### config.mk
export PLATFORM = sky130hd
export DESIGN_NAME = sram_controller
export DESIGN_NICKNAME = d
export VERILOG_FILES = /design/src/rtl/sram_controller.sv
export SDC_FILE = /design/constraint.sdc
export NUM_CORES = 1
export LEC_CHECK = 0
export ABC_AREA = 1
export ABC_CLOCK_PERIOD_IN_PS = 3500
export BUFFER_PORTS_ARGS = -buffer_cell sky130_fd_sc_hd__buf_2
export CORE_MARGIN = 2
export CORE_UTILIZATION = 45
export CTS_CLUSTER_SIZE = 10
export DETAILED_ROUTE_END_ITERATION = 16
export HOLD_SLACK_MARGIN = 0.02
export PLACE_DENSITY = 0.79
export SETUP_SLACK_MARGIN = 0.15
export SYNTH_ARGS = -nofsm -noshare
export SYNTH_HDL_FRONTEND = slang
export SYNTH_SLANG_ARGS = --single-unit
### constraint.sdc
create_clock -name clk -period 3.5 [get_ports clk]
set_input_delay 0.7 -clock clk [delete_from_list [all_inputs] [get_ports clk]]
set_output_delay 0.7 -clock clk [all_outputs]
set_load 0.02 [all_outputs]
### src/rtl/sram_controller.sv
// MEM-stage bridge to a 16-bit external SRAM: each 32-bit load/store becomes
// two fixed-length half-word accesses while `ready` freezes the pipeline.
module sram_controller #(
  parameter int BASE_ADDR     = 1024,
  parameter int ACCESS_CYCLES = 3,
  parameter int SRAM_AW       = 18
) (
  input  logic               clk,
  input  logic               rst,
  input  logic               rd_en,
  input  logic               wr_en,
  input  logic [31:0]        address,
  input  logic [31:0]        write_data,
  output logic [31:0]        read_data,
  output logic               ready,
  output logic [SRAM_AW-1:0] sram_addr,
  output logic [15:0]        sram_dq_out,
  output logic               sram_dq_oe,
  input  logic [15:0]        sram_dq_in,
  output logic               sram_we_n
);

  typedef enum logic [1:0] {IDLE, LO, HI, DONE} state_t;

  localparam logic [3:0] LAST_COUNT = 4'(ACCESS_CYCLES - 1);

  state_t             state;
  state_t             state_next;
  logic [3:0]         counter;
  logic               op_write;
  logic [SRAM_AW-2:0] word_index;
  logic [31:0]        wdata;
  logic [15:0]        lo_buf;
  logic [31:0]        offset;
  logic               request;
  logic               last_cycle;
  logic               unused_offset_bits;

  // Offset wraps modulo 2^32 for addresses below the origin; only the bits
  // that fit the SRAM half-word address are kept.
  assign offset             = address - 32'(BASE_ADDR);
  assign request            = rd_en | wr_en;
  assign last_cycle         = (counter == LAST_COUNT);
  assign unused_offset_bits = ^{offset[31:SRAM_AW+1], offset[1:0]};

  always_ff @(posedge clk or posedge rst) begin
    if (rst) state <= IDLE;
    else     state <= state_next;
  end

  always_ff @(posedge clk or posedge rst) begin
    if (rst) begin
      counter    <= '0;
      op_write   <= 1'b0;
      word_index <= '0;
      wdata      <= '0;
      lo_buf     <= '0;
      read_data  <= '0;
    end else begin
      case (state)
        IDLE: begin
          if (request) begin
            op_write   <= wr_en;
            word_index <= offset[SRAM_AW:2];
            wdata      <= write_data;
            counter    <= '0;
          end
        end
        LO: begin
          if (last_cycle) begin
            counter <= '0;
            if (!op_write) lo_buf <= sram_dq_in;
          end else begin
            counter <= counter + 4'd1;
          end
        end
        HI: begin
          if (last_cycle) begin
            counter <= '0;
            if (!op_write) read_data <= {sram_dq_in, lo_buf};
          end else begin
            counter <= counter + 4'd1;
          end
        end
        default: ;
      endcase
    end
  end

  // SRAM pins are idle outside LO/HI; ready is combinational in IDLE so a
  // new request freezes the pipeline in the cycle it first appears.
  always_comb begin
    state_next  = state;
    ready       = 1'b0;
    sram_addr   = '0;
    sram_dq_out = '0;
    sram_dq_oe  = 1'b0;
    sram_we_n   = 1'b1;
    case (state)
      IDLE: begin
        ready = !request;
        if (request) state_next = LO;
      end
      LO: begin
        sram_addr = {word_index, 1'b0};
        if (op_write) begin
          sram_dq_out = wdata[15:0];
          sram_dq_oe  = 1'b1;
          sram_we_n   = 1'b0;
        end
        if (last_cycle) state_next = HI;
      end
      HI: begin
        sram_addr = {word_index, 1'b1};
        if (op_write) begin
          sram_dq_out = wdata[31:16];
          sram_dq_oe  = 1'b1;
          sram_we_n   = 1'b0;
        end
        if (last_cycle) state_next = DONE;
      end
      DONE: begin
        ready      = 1'b1;
        state_next = IDLE;
      end
      default: state_next = IDLE;
    endcase
  end

endmodule

### Word-level counts from Yosys, hierarchy flattened

Cells that the tools add are included.

| word-level totals | value |
|---|---|
| bits in registers | 104 |
| input port bits | 84 |
| word-level logic and storage cells | 43 |

| operators by class | value |
|---|---|
| $add $sub $neg | 2 |
| equal/unequal tests | 7 |
| multiplexer cells | 16 |
| bitwise operators | 2 |
| reduce and logical (&&, ||, !) cells | 9 |

Operators by type and width:

| cell | count |
|---|---|
| one-hot mux 18 bit (2 select lines) | 1 |
| 2-to-1 mux 16 bit | 2 |
| one-hot mux 16 bit (2 select lines) | 1 |
| subtractor 19 x 11 -> 19 bit (second input constant) | 1 |
| AND reduction 3 bit | 3 |
| 2-to-1 mux 4 bit | 2 |
| one-hot mux 2 bit (4 select lines) | 1 |
| one-hot mux 4 bit (2 select lines) | 1 |
| 2-to-1 mux 2 bit | 3 |
| != test 2 bit (second input constant) | 3 |
| adder 4 x 1 -> 4 bit (second input constant) | 1 |
| == test 2 bit (second input constant) | 2 |
| == test 4 x 2 -> 1 bit (second input constant) | 1 |
| 2-to-1 mux 1 bit | 4 |
| AND reduction 2 bit | 2 |
| == test 2 x 1 -> 1 bit (second input constant) | 1 |
| zero test 2 bit | 1 |
| one-hot mux 1 bit (2 select lines) | 1 |
| nonzero test 2 bit | 1 |
| OR reduction 2 bit | 1 |
| zero test 1 bit | 1 |
| inverter 1 bit | 1 |
| OR 1 bit | 1 |

### Logic depth before layout (Yosys ltp)

| logic depth | value |
|---|---|
| depth after elaboration | 4 |
| mapped depth | 8 |
| mapped depth without buffers | 7 |

### Worst setup path before layout

OpenSTA, ideal clock, no wires.

| timing path | value |
|---|---|
| path kind | register to output |
| from | register state[0] |
| to | output sram_addr[12] |
| data arrival time | 1.631 ns |
| required time | 2.800 ns |
| setup slack | 1.169 ns |
| stages on the path, launching flop included | 8 |
| buffers on the path | 2 |
| cell sequence | dfrtp_1 inv_1 ha_1 buf_4 or2_1 nand2_2 buf_6 nor2_1 |

| on the way | value |
|---|---|
| cells in the longest elaborated chain, start to end | 2 |
| elaborated cells on any way between the ends | 3 |

Ends and longest elaborated chain:

| what | line | source |
|---|---|---|
| from (decl) | 27 | `state_t state;` |
| from (signal assigned) | 48 | `else state <= state_next;` |
| == test 2 bit or == test 2 x 1 -> 1 bit (tied branches) | 99 | `case (state)` |
| one-hot mux 18 bit (2 select lines) (*) | 99 |  |
| to (decl) | 16 | `output logic [SRAM_AW-1:0] sram_addr,` |

Every way passes the cells marked *; elsewhere a longest branch is shown, timed or not.

### Worst setup path in the final report

| timing path | value |
|---|---|
| from | register state[0] |
| to | output sram_dq_out[1] |

| on the way | value |
|---|---|
| cells in the longest elaborated chain, start to end | 2 |
| elaborated cells on any way between the ends | 3 |

Ends and longest elaborated chain:

| what | line | source |
|---|---|---|
| == test 2 bit or == test 2 x 1 -> 1 bit (tied branches) | 99 |  |
| one-hot mux 16 bit (2 select lines) (*) | 99 |  |
| to (decl) | 17 | `output logic [15:0] sram_dq_out,` |

Marked as above.

==> results.yml <==
status:
  status: "completed"
clocking:
  cts_tree: "yes"
  numCtsBuffers: 9
  cts_hold_buf: 0
  post_cts_buffers: 0
  ctsResizeCount: 0
  clk_pin_slew_ps: 100
  clk_latency_ps: 360
  cts.path.max_buffers: 2
  cts_max_level: 3
  clock-sinks: 104
  cts_root_buf: "clkbuf_8"
sta:
  fmax_mhz: 340.7
  rsz0062_at_grt: "no"
  fin_hold_ws_ps: 474.8
  final.period_utilization_pct: 83.86
  slew-limit-headroom_pct: 42.31
  fin_worst_skew_ps: 10.28
  worst_pin_slew_ps: 864.0
  finalSetupViolCount: 0
  finalHoldViolations: 0
  period_minus_slack_ps: 2935
  finalSetupTns_ps: 0
  maxSlewViolCount: 0
worst_setup_path:
  critPathCaptureType: "output port"
  worstPathCellList: "inv_1 > ha_1 > nand2_1 > a21oi_1 > buf_2"
  timing.rr.start: "state[1]"
  worst_path_largest_cell_delay_ps: 430
  cp.required_ps: 2800
  start_kind: "flip-flop"
  path_max_fanout: 18
  r2r_slack_ps: 1450
  r2r_end: "lo_buf[15]"
  reg2reg_depth: 6
  critPathSlowestCell: "dfrtp_1"
  worst-setup-path-type: "reg -> out"
  cp-startpoint: "state[0]"
  arrival_ps: 2240
logic_synthesis:
  synth_area_um2: 4875
  yosysUniqueCellTypes: 26
  synth_edf_count: 0
  yosysTopAreaCell: "dfrtp_1"
  avgSynthCellArea_um2: 8.552
  ys_seq_elements: 104
  ys_seq_area_share_pct: 53.39
  synth_cells: 570
  synth_nets: 662
  yosys.area.top_type_share_pct: 53.39
  synthArstFlopShare_pct: 100.0
  ys.flop_type: "dfrtp_1"
  ys_warn_count: 0
  yosys-top-cells-area: "dfrtp_1, nand2_1, o21ai_2"
routing:
  routed_wl_um: 10170
  vias_per_cell: 4.734
  dr.pass1.iters: 4
  drc: 0
  via_count: 3986
  drtIter0Drc: 225
  wire_per_inst_um: 12.07
  drtAntennaViolNets: 0
die:
  core_area_um2: 10700
  rows: 38
  initial_utilization_pct: 45.57
  die_w_um: 108.1
  die_area_um2: 11680
  die_h_um: 108.1
  io_pins: 153
placement:
  portBuffers: 137
  gp_congestion: 0.7938
  dp_hpwl_um: 7172
layout:
  insertedDiodeCount: 0
  area_growth_pct: 18.22
  fillers: 1029
  layout-drive-gt1-share_pct: 30.20
  nNetsFinal: 789
pwr:
  netSwitchingFraction_pct: 44.88
  p_sw_mw: 2.354
  power.leakage_nw: 3.234
  p_int_mw: 2.891
  p_seq_share_pct: 40.5
  p_comb_share_pct: 46.5
  p_per_area_nw_per_um2: 910.0
  clockPowerShare_pct: 13.0
  ir_worst_vdd_v: 0.0004255
global_routing:
  grt_max_degree: 105
  grt_remaining_overflow: 0
  antenna_found_initial: 0
  first_global_vias: 3833
  grt_pass1_wl_um: 17080
  grt_usage_pct: 18.17
hold_path:
  hp-class: "in -> async"
flow_run:
  drv_cap: 0
power by group through the flow:
stage	Clock (mW)	Sequential, mW	Combinational, mW
after floorplan	0	2.31	1.63
after global placement	0	2.11	2.39
after detailed placement	0	2.15	2.47
after CTS	0.718	2.12	2.48
after global routing	0.768	2.20	2.76
final	0.684	2.12	2.44
registers in the layout, indices dropped and copies added (netlist names):
name,count
wdata,32
lo_buf,16
op_write,1
counter,4
state,2
read_data,32
word_index,17
metrics by stage:
stage	cells	worst slack [ps]	total power, mW	area [um2]	utilization (%)
after floorplan	570	1169	3.943	4878	-
after global placement	826	1007	4.493	5584	52.20
after detailed placement	826	993.5	4.615	5584	52.20
after CTS	842	552.4	5.320	5763	53.87
after global routing	842	425.6	5.721	5763	53.87
final	842	564.9	5.244	5763	53.87
per-layer routing:
metal	GRT usage, %	vias to the layer above	routed length (um)
li1	-	1998	-
met1	22.70	1857	4444
met2	32.03	120	4985
met3	3.376	11	615
met4	5.495	0	119
met5	0	-	0
cell usage after synthesis (2+ instances only):
library cell	number
buf_2	8
ha_1	8
buf_4	5
nand2_1	221
inv_2	3
nand2_2	3
nor2_1	31
nand3_1	11
o21ai_1	4
buf_6	10
o21ai_2	45
clkbuf_1	2
a21oi_1	17
inv_1	68
dfrtp_1	104
o21ai_0	20
cell type report:
| type | count | area, um2 | area share (%) |
|---|---|---|---|
| Tap cell | 140 | 175.2 | 3.040 |
| Timing Repair Buffer | 141 | 728.2 | 12.64 |
| Multi-Input combinational cell | 370 | 1808 | 31.37 |
| Clock inverter | 6 | 51.30 | 0.8901 |
| Sequential cell | 104 | 2603 | 45.16 |
| Inverter | 71 | 270.3 | 4.690 |
| Clock buffer | 10 | 127.6 | 2.214 |
cell families after synthesis:
group | Yosys count | share of synthesized area (%)
and+or+nand+nor | 272 | 22.10
DFF | 104 | 53.39
xor gates and xnor gates | 2 | 0.3594
adders and majority gates | 8 | 2.053
AOI/OAI and AO/OA | 88 | 12.58
buffers and inverters | 96 | 9.523
worst max path at each step:
stage	slack, ps	endpoint	cells past startpoint
after floorplan	1170	sram_addr[12]	7
after global placement	1010	sram_dq_out[5]	5
after detailed placement	990	sram_dq_out[5]	5
after CTS	550	sram_dq_out[5]	5
after global routing	430	sram_dq_out[1]	5
final	560	sram_dq_out[1]	5
worst max-delay path, delay by kind of cell (launching register included):
kind                     cells  cell delay (ps)
AO/OA/AOI/OAI                1              300
buffers and inverters        2              310
AND/OR/NAND/NOR              1              420
adder cells (fa/ha/maj)      1              410
flip-flops                   1              430
cell usage in the layout, fill, tap and decap left out:
cell,count
nor2_4,1
buf_2,137
or2_1,1
xnor2_1,1
or2_2,1
nor2_1,31
xor2_1,1
o21bai_1,1
nand2_2,3
inv_8,1
o21ai_0,20
a31oi_1,1
nand3_2,1
nand3_4,1
inv_1,67
a21oi_1,17
nand3_1,11
o21ai_2,45
inv_2,3
clkinvlp_4,1
clkinv_2,1
nand2_1,221
clkbuf_8,9
o21ai_1,4
ha_1,8
clkbuf_1,1
buf_12,1
buf_4,3
inv_6,1
dfrtp_1,104
clkinv_4,3
nand4_1,1
Note: power is estimated with default switching activity, not from simulation.
